**config.mk**
```make
export PLATFORM = sky130hd
export DESIGN_NAME = bin_to_bcd
export DESIGN_NICKNAME = d
export VERILOG_FILES = /design/src/rtl/seven_seg_pkg.sv /design/src/rtl/bcd_add3.sv /design/src/rtl/bin_to_bcd.sv
export SDC_FILE = /design/constraint.sdc
export NUM_CORES = 1
export LEC_CHECK = 0
export CORE_ASPECT_RATIO = 1.75
export CORE_MARGIN = 5
export CORE_UTILIZATION = 55
export CTS_CLUSTER_SIZE = 24
export DETAILED_ROUTE_END_ITERATION = 7
export PLACE_DENSITY_LB_ADDON = 0.3
export SYNTH_ARGS = -nofsm -noshare
export SYNTH_HDL_FRONTEND = slang
export SYNTH_HIERARCHICAL = 1
export SYNTH_SLANG_ARGS = --single-unit
```
**constraint.sdc**
```tcl
create_clock -name clk -period 2 [get_ports clk]
set_input_delay 0.4 -clock clk [delete_from_list [all_inputs] [get_ports clk]]
set_output_delay 0.4 -clock clk [all_outputs]
set_load 0.1 [all_outputs]
```
**src/rtl/seven_seg_pkg.sv**
```systemverilog
// Shared types and helpers for the seven-segment display path.
package seven_seg_pkg;

  // One packed BCD digit, as carried on the digit scanner's nibble bus.
  typedef logic [3:0] bcd_digit_t;

  // Double-dabble correction: digits at or above this value get +3 before a shift.
  localparam bcd_digit_t BCD_ADD3_THRESHOLD = 4'd5;

  // Largest value representable in 'digits' decimal digits: 10^digits - 1.
  function automatic logic [63:0] bcd_max(input int digits);
    logic [63:0] p;
    p = 64'd1;
    for (int i = 0; i < digits; i++) begin
      p = p * 64'd10;
    end
    return p - 64'd1;
  endfunction

endpackage

```
**src/rtl/bcd_add3.sv**
```systemverilog
// Combinational double-dabble digit correction: adds 3 when the digit is >= 5.
module bcd_add3
  import seven_seg_pkg::*;
(
  input  bcd_digit_t digit_in,
  output bcd_digit_t digit_out
);

  // Correct the digit so the following left shift carries into the next decade.
  always_comb begin
    digit_out = digit_in;
    if (digit_in >= BCD_ADD3_THRESHOLD) begin
      digit_out = digit_in + 4'd3;
    end
  end

endmodule

```
**src/rtl/bin_to_bcd.sv**
```systemverilog
// Sequential double-dabble binary-to-BCD converter with saturation to all nines.
//
// Handshake: an operand is accepted on a rising edge where in_valid && in_ready.
// in_ready is decoded purely from the state register (high only in IDLE), so
// in_valid never feeds back into it combinationally. out_valid is a one-cycle
// pulse marking new bcd_out/overflow; there is no output backpressure.
module bin_to_bcd
  import seven_seg_pkg::*;
#(
  parameter int BIN_WIDTH   = 14,
  parameter int DIGIT_COUNT = 4
) (
  input  logic                     clk,
  input  logic                     rst_n,
  input  logic [BIN_WIDTH-1:0]     bin_in,
  input  logic                     in_valid,
  output logic                     in_ready,
  output logic [4*DIGIT_COUNT-1:0] bcd_out,
  output logic                     out_valid,
  output logic                     overflow
);

  localparam int BCD_W = 4 * DIGIT_COUNT;
  localparam int CNT_W = $clog2(BIN_WIDTH + 1);
  localparam logic [63:0] MAX_VAL = bcd_max(DIGIT_COUNT);
  // Only used when bin_in exceeds MAX_VAL, which implies MAX_VAL fits in BIN_WIDTH bits.
  localparam logic [BIN_WIDTH-1:0] MAX_CLAMP = MAX_VAL[BIN_WIDTH-1:0];

  generate
    if (BIN_WIDTH < 1 || BIN_WIDTH > 32) begin : g_bad_bin_width
      $error("bin_to_bcd: BIN_WIDTH must be in 1..32");
    end
    if (DIGIT_COUNT < 1 || DIGIT_COUNT > 8) begin : g_bad_digit_count
      $error("bin_to_bcd: DIGIT_COUNT must be in 1..8");
    end
  endgenerate

  typedef enum logic [1:0] {
    ST_IDLE  = 2'd0,
    ST_SHIFT = 2'd1,
    ST_DONE  = 2'd2
  } state_t;

  state_t state, state_next;

  logic [BIN_WIDTH-1:0] operand;
  logic [BCD_W-1:0]     scratch;
  logic [CNT_W-1:0]     step_cnt;
  logic                 pend_ovf;

  logic                 accept;
  logic                 over_max;
  logic                 last_step;
  logic [BCD_W-1:0]     scratch_adj;
  logic [BCD_W-1:0]     scratch_next;
  logic [BIN_WIDTH-1:0] operand_next;

  assign in_ready  = (state == ST_IDLE);
  assign out_valid = (state == ST_DONE);
  assign accept    = in_valid && in_ready;
  assign over_max  = (64'(bin_in) > MAX_VAL);
  assign last_step = (step_cnt == CNT_W'(1));

  // One correction unit per scratch digit.
  generate
    for (genvar k = 0; k < DIGIT_COUNT; k++) begin : g_digit
      bcd_add3 u_add3 (
        .digit_in  (scratch[4*k +: 4]),
        .digit_out (scratch_adj[4*k +: 4])
      );
    end
  endgenerate

  // Shift the corrected scratch and operand left as one word, operand MSB first.
  always_comb begin
    logic [BCD_W+BIN_WIDTH-1:0] shifted;
    shifted      = {scratch_adj, operand} << 1;
    scratch_next = shifted[BCD_W+BIN_WIDTH-1:BIN_WIDTH];
    operand_next = shifted[BIN_WIDTH-1:0];
  end

  // State register.
  always_ff @(posedge clk or negedge rst_n) begin
    if (!rst_n) begin
      state <= ST_IDLE;
    end else begin
      state <= state_next;
    end
  end

  // Next-state decode.
  always_comb begin
    state_next = state;
    case (state)
      ST_IDLE:  if (accept) state_next = ST_SHIFT;
      ST_SHIFT: if (last_step) state_next = ST_DONE;
      ST_DONE:  state_next = ST_IDLE;
      default:  state_next = ST_IDLE;
    endcase
  end

  // Datapath: load on accept, one double-dabble step per SHIFT cycle, publish on the last step.
  always_ff @(posedge clk or negedge rst_n) begin
    if (!rst_n) begin
      operand  <= '0;
      scratch  <= '0;
      step_cnt <= '0;
      pend_ovf <= 1'b0;
      bcd_out  <= '0;
      overflow <= 1'b0;
    end else begin
      if (state == ST_IDLE && accept) begin
        operand  <= over_max ? MAX_CLAMP : bin_in;
        pend_ovf <= over_max;
        scratch  <= '0;
        step_cnt <= CNT_W'(BIN_WIDTH);
      end else if (state == ST_SHIFT) begin
        operand  <= operand_next;
        scratch  <= scratch_next;
        step_cnt <= step_cnt - CNT_W'(1);
        if (last_step) begin
          bcd_out  <= scratch_next;
          overflow <= pend_ovf;
        end
      end
    end
  end

endmodule

```
==> flow_summary.rst, run 1 <==
.. list-table::
   :header-rows: 1

   * - Metric
     - Value
   * - Result of the run
     - finished clean
   * - Global-route wire length before repair
     - roughly 9000 um
   * - Via count of the first global-routing pass
     - 2062
   * - Global routing usage on met1
     - 0.180
   * - Clock input transition at the sequential cells of the worst setup and hold paths
     - roughly 0.09 ns
   * - Violation count after the first detailed-routing iteration
     - between 70 and 80
   * - Wire length after detailed routing
     - 5220 um
   * - Area of the mapped netlist
     - roughly 0.0028 mm^2
   * - I/O pin count
     - 36
   * - Tot GR Track Use
     - 0.169
   * - Via/cell ratio
     - ~5.7
   * - Top delay family on crit path
     - flip-flops
   * - Count of hold buffers inserted by post-cts repair
     - 0
   * - Number of nets produced by synthesis
     - ~290
   * - Worst rel slew slack
     - 0.654
   * - Met3 Resource Use GR
     - 0.0293
   * - Arrival time reported for the critical path endpoint
     - around 1.3 ns
   * - Detailed Routing Iterations Pass 1
     - 4
   * - Post-route clock skew
     - between 0.005 and 0.006 ns
   * - Max incr delay on CP
     - approximately 0.56 ns
   * - CP required
     - 1.60 ns
   * - Slew at the pin with the worst max-slew slack
     - just over 0.5 ns
   * - Starting density of the core
     - 0.557
   * - CTS tree
     - yes
   * - Number of cell rows
     - 34
   * - Diodes inserted
     - 0
   * - Post-Route Setup TNS
     - 0 ns
   * - Number of buffers on the longest clock path
     - 2
   * - Floorplan Core Area
     - 0.00493 mm^2
   * - Initial antenna violation count
     - 0
   * - Width of the chip
     - 63.5 um
   * - Final hold violation count
     - 0
   * - Wirelength per Cell
     - ~15 um
   * - Sum of buffers and inverters on the critical path
     - 1
   * - Pin count of the biggest net entering global routing
     - between 50 and 60
   * - Last weighted congestion value of the routability-driven placer
     - approximately 0.80
   * - CP Capture Type
     - primary output
   * - Total clock sinks
     - 54
   * - Highest attainable clock frequency
     - 0.585 GHz
   * - Max stage delay cell, worst path
     - sky130_fd_sc_hd__dfrtp_1
   * - Number of failing setup endpoints in the final timing report
     - 0
   * - Post-route fraction of the period consumed by the critical path
     - 0.854
   * - Area of the die
     - between 0.006 and 0.007 mm^2
   * - DRC
     - 0
   * - Post-layout minimum cycle time
     - 1.71 ns
   * - Max-slew violation total from the final report
     - 0
   * - Grt peak-use layer
     - met2
   * - Proportion of layout cells with a drive suffix above 1
     - 0.202
   * - Warning count from the yosys run
     - 6
   * - Worst-path fanout max
     - 10
   * - Critical setup path kind
     - flip-flop to primary output
   * - Total vias in the final route
     - 2016
   * - Count of buffers added by post-CTS timing repair for setup
     - 0
   * - Max-capacitance violation count
     - 0
   * - Most frequent cells in the layout
     - 59 x sky130_fd_sc_hd__nand2_1, 54 x sky130_fd_sc_hd__dfrtp_1, 22 x sky130_fd_sc_hd__buf_4
   * - Clock latency reported for the late side of the worst-skew pair
     - about 0.30 ns
   * - Total CTS buffers
     - 5
   * - Antenna-violating nets left
     - 0
   * - CTS Root Cell
     - sky130_fd_sc_hd__clkbuf_8
   * - Most common library cell in the layout ignoring fill and taps
     - sky130_fd_sc_hd__nand2_1
   * - Area growth, synth to finish
     - 16.4%
   * - Number of instances in the synthesized netlist
     - around 270
   * - Height of the die
     - between 100 and 150 um
   * - Post-detail-place hpwl
     - 3900 um
   * - GRT met2 Usage
     - 0.318
   * - Number of H-tree branching levels
     - 2
   * - Port bufs
     - 35
   * - Leftover overflow at the end of global routing
     - 0
   * - Setup repair after global routing missed its margin
     - false
   * - Worst-path cell chain
     - nor2b_2 > buf_12
   * - Mean post-synth cell area
     - 10.3 um^2
   * - Path class of the lowest-slack min-delay path
     - primary input to asynchronous set/reset pin
   * - Cells resized by post-CTS repair
     - 0
   * - Net count, final
     - about 330
   * - Sort of element at the start of the critical path
     - flip-flop
==> path summary, 6_finish.rpt <==
| path | cells past startpoint | from | slack, ns | end |
|---|---|---|---|---|
| worst max-delay path | 2 | state[1]$_DFFE_PN0P_ | 0.29 | out_valid |
| worst min-delay path | 2 | rst_n | 0.07 | bcd_out[4]$_DFFE_PN0P_ |
| worst max register to register | 5 | step_cnt[1]$_DFFE_PN0P_ | 0.35 | bcd_out[2]$_DFFE_PN0P_ |
| worst min register to register | 2 | pend_ovf$_DFFE_PN0P_ | 0.50 | pend_ovf$_DFFE_PN0P_ |
| max in group asynchronous | 2 | rst_n | 1.69 | bcd_out[13]$_DFFE_PN0P_ |
| min in group clk | 2 | pend_ovf$_DFFE_PN0P_ | 0.50 | pend_ovf$_DFFE_PN0P_ |
==> flip-flops by register name, indices dropped and copies added (netlist names) <==
signal    count
bcd_out      16
operand      14
overflow      1
pend_ovf      1
scratch      16
state         2
step_cnt      4
==> routing by layer <==
metal | wire, um | up-vias
li1 | - | 983
met1 | 1980 | 985
met2 | 2920 | 40
met3 | 237 | 8
met4 | 88 | 0
met5 | 0 | -
==> worst register-to-register path, stage by stage (launching register included) <==
cell	delay, ns
sky130_fd_sc_hd__dfrtp_1	0.42
sky130_fd_sc_hd__inv_1	0.09
sky130_fd_sc_hd__ha_1	0.14
sky130_fd_sc_hd__nor3b_2	0.28
sky130_fd_sc_hd__nand2_4	0.25
sky130_fd_sc_hd__mux2_4	0.37
==> through the flow <==
stage	hold WS (ns)	util	setup slack, ns	instance area, um^2	instances
2_1_floorplan	0.104	-	0.245	2760	267
3_3_place_gp	0.417	0.633	0.0714	3120	349
3_5_place_dp	0.417	0.633	-0.0173	3120	349
4_1_cts	0.0816	0.649	0.274	3200	356
5_1_grt	0.0829	0.649	0.225	3200	356
6_report	0.0694	0.649	0.292	3200	356
==> area by class of cell <==
cell class                      instances  area (um^2)
Fill cell                             435         1730
Multi-Input combinational cell        189         1280
Sequential cell                        54         1350
Inverter                               11         41.3
Tap cell                               54         67.6
Timing Repair Buffer                   41          380
Clock buffer                            7         76.3
Power of run 1 is left out: the tool's default activity adds up to more than one toggle a clock period on the data nets, which glitch-free logic cannot reach.
==> run 2, diff against run 1 <==
--- a/config.mk
+++ b/config.mk
@@ -7,7 +7,7 @@
 export LEC_CHECK = 0
 export CORE_ASPECT_RATIO = 1.75
 export CORE_MARGIN = 5
-export CORE_UTILIZATION = 55
+export CORE_UTILIZATION = 45
 export CTS_CLUSTER_SIZE = 24
 export DETAILED_ROUTE_END_ITERATION = 7
 export PLACE_DENSITY_LB_ADDON = 0.3
==> run 2 against run 1 <==
Compared with the run above: worst hold slack got worse by 0.011 ns; global-route usage fell by 2.9 points; register-to-register slack improved by 0.05 ns; clock skew rose by 0.0070 ns; cell area rose by 1.6%; core utilization fell by 10 points; die area rose by 19%; via count fell by 2.9%; critical endpoint unchanged; largest cell class unchanged.
==> flow_summary.rst, run 2 (synthesized netlist as in run 1, its figures left out) <==
.. list-table::
   :header-rows: 1

   * - Metric
     - Value
   * - Result of the run
     - finished clean
   * - Most frequent cells in the layout
     - 59 x sky130_fd_sc_hd__nand2_1, 54 x sky130_fd_sc_hd__dfrtp_1, 23 x sky130_fd_sc_hd__buf_4
   * - Setup crit start
     - state[1]$_DFFE_PN0P_
   * - Post-route fraction of the period consumed by the critical path
     - 0.863
   * - Count of hold buffers inserted by post-cts repair
     - 0
   * - Violation count after the first detailed-routing iteration
     - 67
   * - Slack of the critical path
     - 0.273 ns
   * - Via/cell ratio
     - approximately 5.1
   * - Highest attainable clock frequency
     - a little under 0.6 GHz
   * - Diodes inserted
     - 0
   * - CP required
     - roughly 1.6 ns
   * - Arrival time reported for the critical path endpoint
     - approximately 1.3 ns
   * - Pin count of the biggest net entering global routing
     - 55
   * - Starting density of the core
     - 0.464
   * - Post-Route Utilization
     - 0.549
   * - Antenna-violating nets left
     - 0
   * - Post-Route Setup TNS
     - 0 ns
   * - DRC
     - 0
   * - Post-place setup slack
     - between 0.1 and 0.15 ns
   * - Proportion of layout cells with a drive suffix above 1
     - 0.211
   * - Most common library cell in the layout ignoring fill and taps
     - sky130_fd_sc_hd__nand2_1
   * - Clock latency reported for the late side of the worst-skew pair
     - approximately 0.30 ns
   * - Number of buffers on the longest clock path
     - 2
   * - Path class of the lowest-slack min-delay path
     - primary input to asynchronous set/reset pin
   * - Detailed Routing Iterations Pass 1
     - 5
   * - Max-slew violation total from the final report
     - 0
   * - Wirelength per Cell
     - between 10 and 15 um
   * - Post-layout minimum cycle time
     - about 1.7 ns
   * - Final hold violation count
     - 0
   * - Max-capacitance violation count
     - 0
   * - Cells resized by post-CTS repair
     - 0
   * - Last weighted congestion value of the routability-driven placer
     - 0.757
   * - Post-detail-place hpwl
     - approximately 3700 um
   * - Post-route clock skew
     - 0.0121 ns
   * - Regs by FF count
     - bcd_out: 16 flops, scratch: 16 flops, operand: 14 flops
   * - Number of failing setup endpoints in the final timing report
     - 0
   * - Height of the die
     - 113 um
   * - Slew at the pin with the worst max-slew slack
     - 0.435 ns
   * - Floorplan Core Area
     - approximately 0.006 mm^2
   * - Worst rel slew slack
     - 0.710
   * - Width of the chip
     - around 69 um
   * - I/O pin count
     - 36
   * - Wire length after detailed routing
     - 5020 um
   * - Total CTS buffers
     - 5
   * - Logic depth of the worst register-to-register path
     - 4
   * - CTS tree
     - yes
   * - Initial antenna violation count
     - 0
   * - Via count of the first global-routing pass
     - approximately 2000
   * - Area of the die
     - slightly below 0.008 mm^2
   * - Worst-path fanout max
     - 10
   * - Net count, final
     - between 300 and 400
   * - CTS Root Cell
     - sky130_fd_sc_hd__clkbuf_8
   * - Origin of the critical flop-to-flop path
     - state[0]$_DFFE_PN0P_
   * - Tot GR Track Use
     - 0.140
   * - Critical setup path kind
     - flip-flop to primary output
   * - Global-route wire length before repair
     - 9040 um
   * - Clock input transition at the sequential cells of the worst setup and hold paths
     - ~0.10 ns
   * - Sort of element at the start of the critical path
     - flip-flop
   * - Area growth, synth to finish
     - 18.3%
   * - Port bufs
     - 35
   * - Number of H-tree branching levels
     - 2
   * - RR Endpoint
     - step_cnt[2]$_DFFE_PN0P_
   * - Total clock sinks
     - 54
   * - CP Capture Type
     - primary output
   * - Setup repair after global routing missed its margin
     - false
   * - Number of cell rows
     - 37
   * - Count of buffers added by post-CTS timing repair for setup
     - 0
   * - R2R setup slack
     - 0.40 ns
   * - Leftover overflow at the end of global routing
     - 0
   * - Total vias in the final route
     - 1957
==> run 2: worst max path at each step <==
| stage | slack, ns | to | cells past startpoint |
|---|---|---|---|
| after floorplan | 0.25 | out_valid | 2 |
| after CTS | 0.26 | out_valid | 2 |
| final | 0.27 | out_valid | 2 |
| after global placement | 0.16 | scratch[13]$_DFFE_PN0P_ | 5 |
| after detailed placement | 0.14 | scratch[2]$_DFFE_PN0P_ | 5 |
| after global routing | 0.18 | out_valid | 2 |
==> run 2: cell type report <==
cell class                      count  area (um^2)
Fill cell                         554         2670
Sequential cell                    54         1350
Multi-Input combinational cell    189         1280
Timing Repair Buffer               42          388
Tap cell                           78         97.6
Clock buffer                        7         86.3
Inverter                           11         41.3
Clock inverter                      1         5.00
==> run 2: worst max-delay path, stage by stage, from the launching register on <==
cell and delay, ns:
sky130_fd_sc_hd__dfrtp_1 0.58, sky130_fd_sc_hd__nor2b_2 0.26, sky130_fd_sc_hd__buf_12 0.19
==> run 2: per-stage QoR <==
step / cell area [um^2] / instances / hold slack (ns)
6_report: 3250 / 382 / 0.0586
3_3_place_gp: 3160 / 374 / 0.416
2_1_floorplan: 2760 / 267 / 0.104
3_5_place_dp: 3160 / 374 / 0.418
5_1_grt: 3250 / 382 / 0.0954
4_1_cts: 3250 / 382 / 0.0839
==> run 2: layer usage <==
layer / vias to the layer above / part of all wire / GRT usage
met3: 5 / 0.033 / 0.0247
met4: 0 / 0.016 / 0.0469
met2: 35 / 0.52 / 0.260
li1: 985 / - / -
met5: - / 0 / 0
met1: 932 / 0.43 / 0.159
Power of run 2 is left out for the same reason.
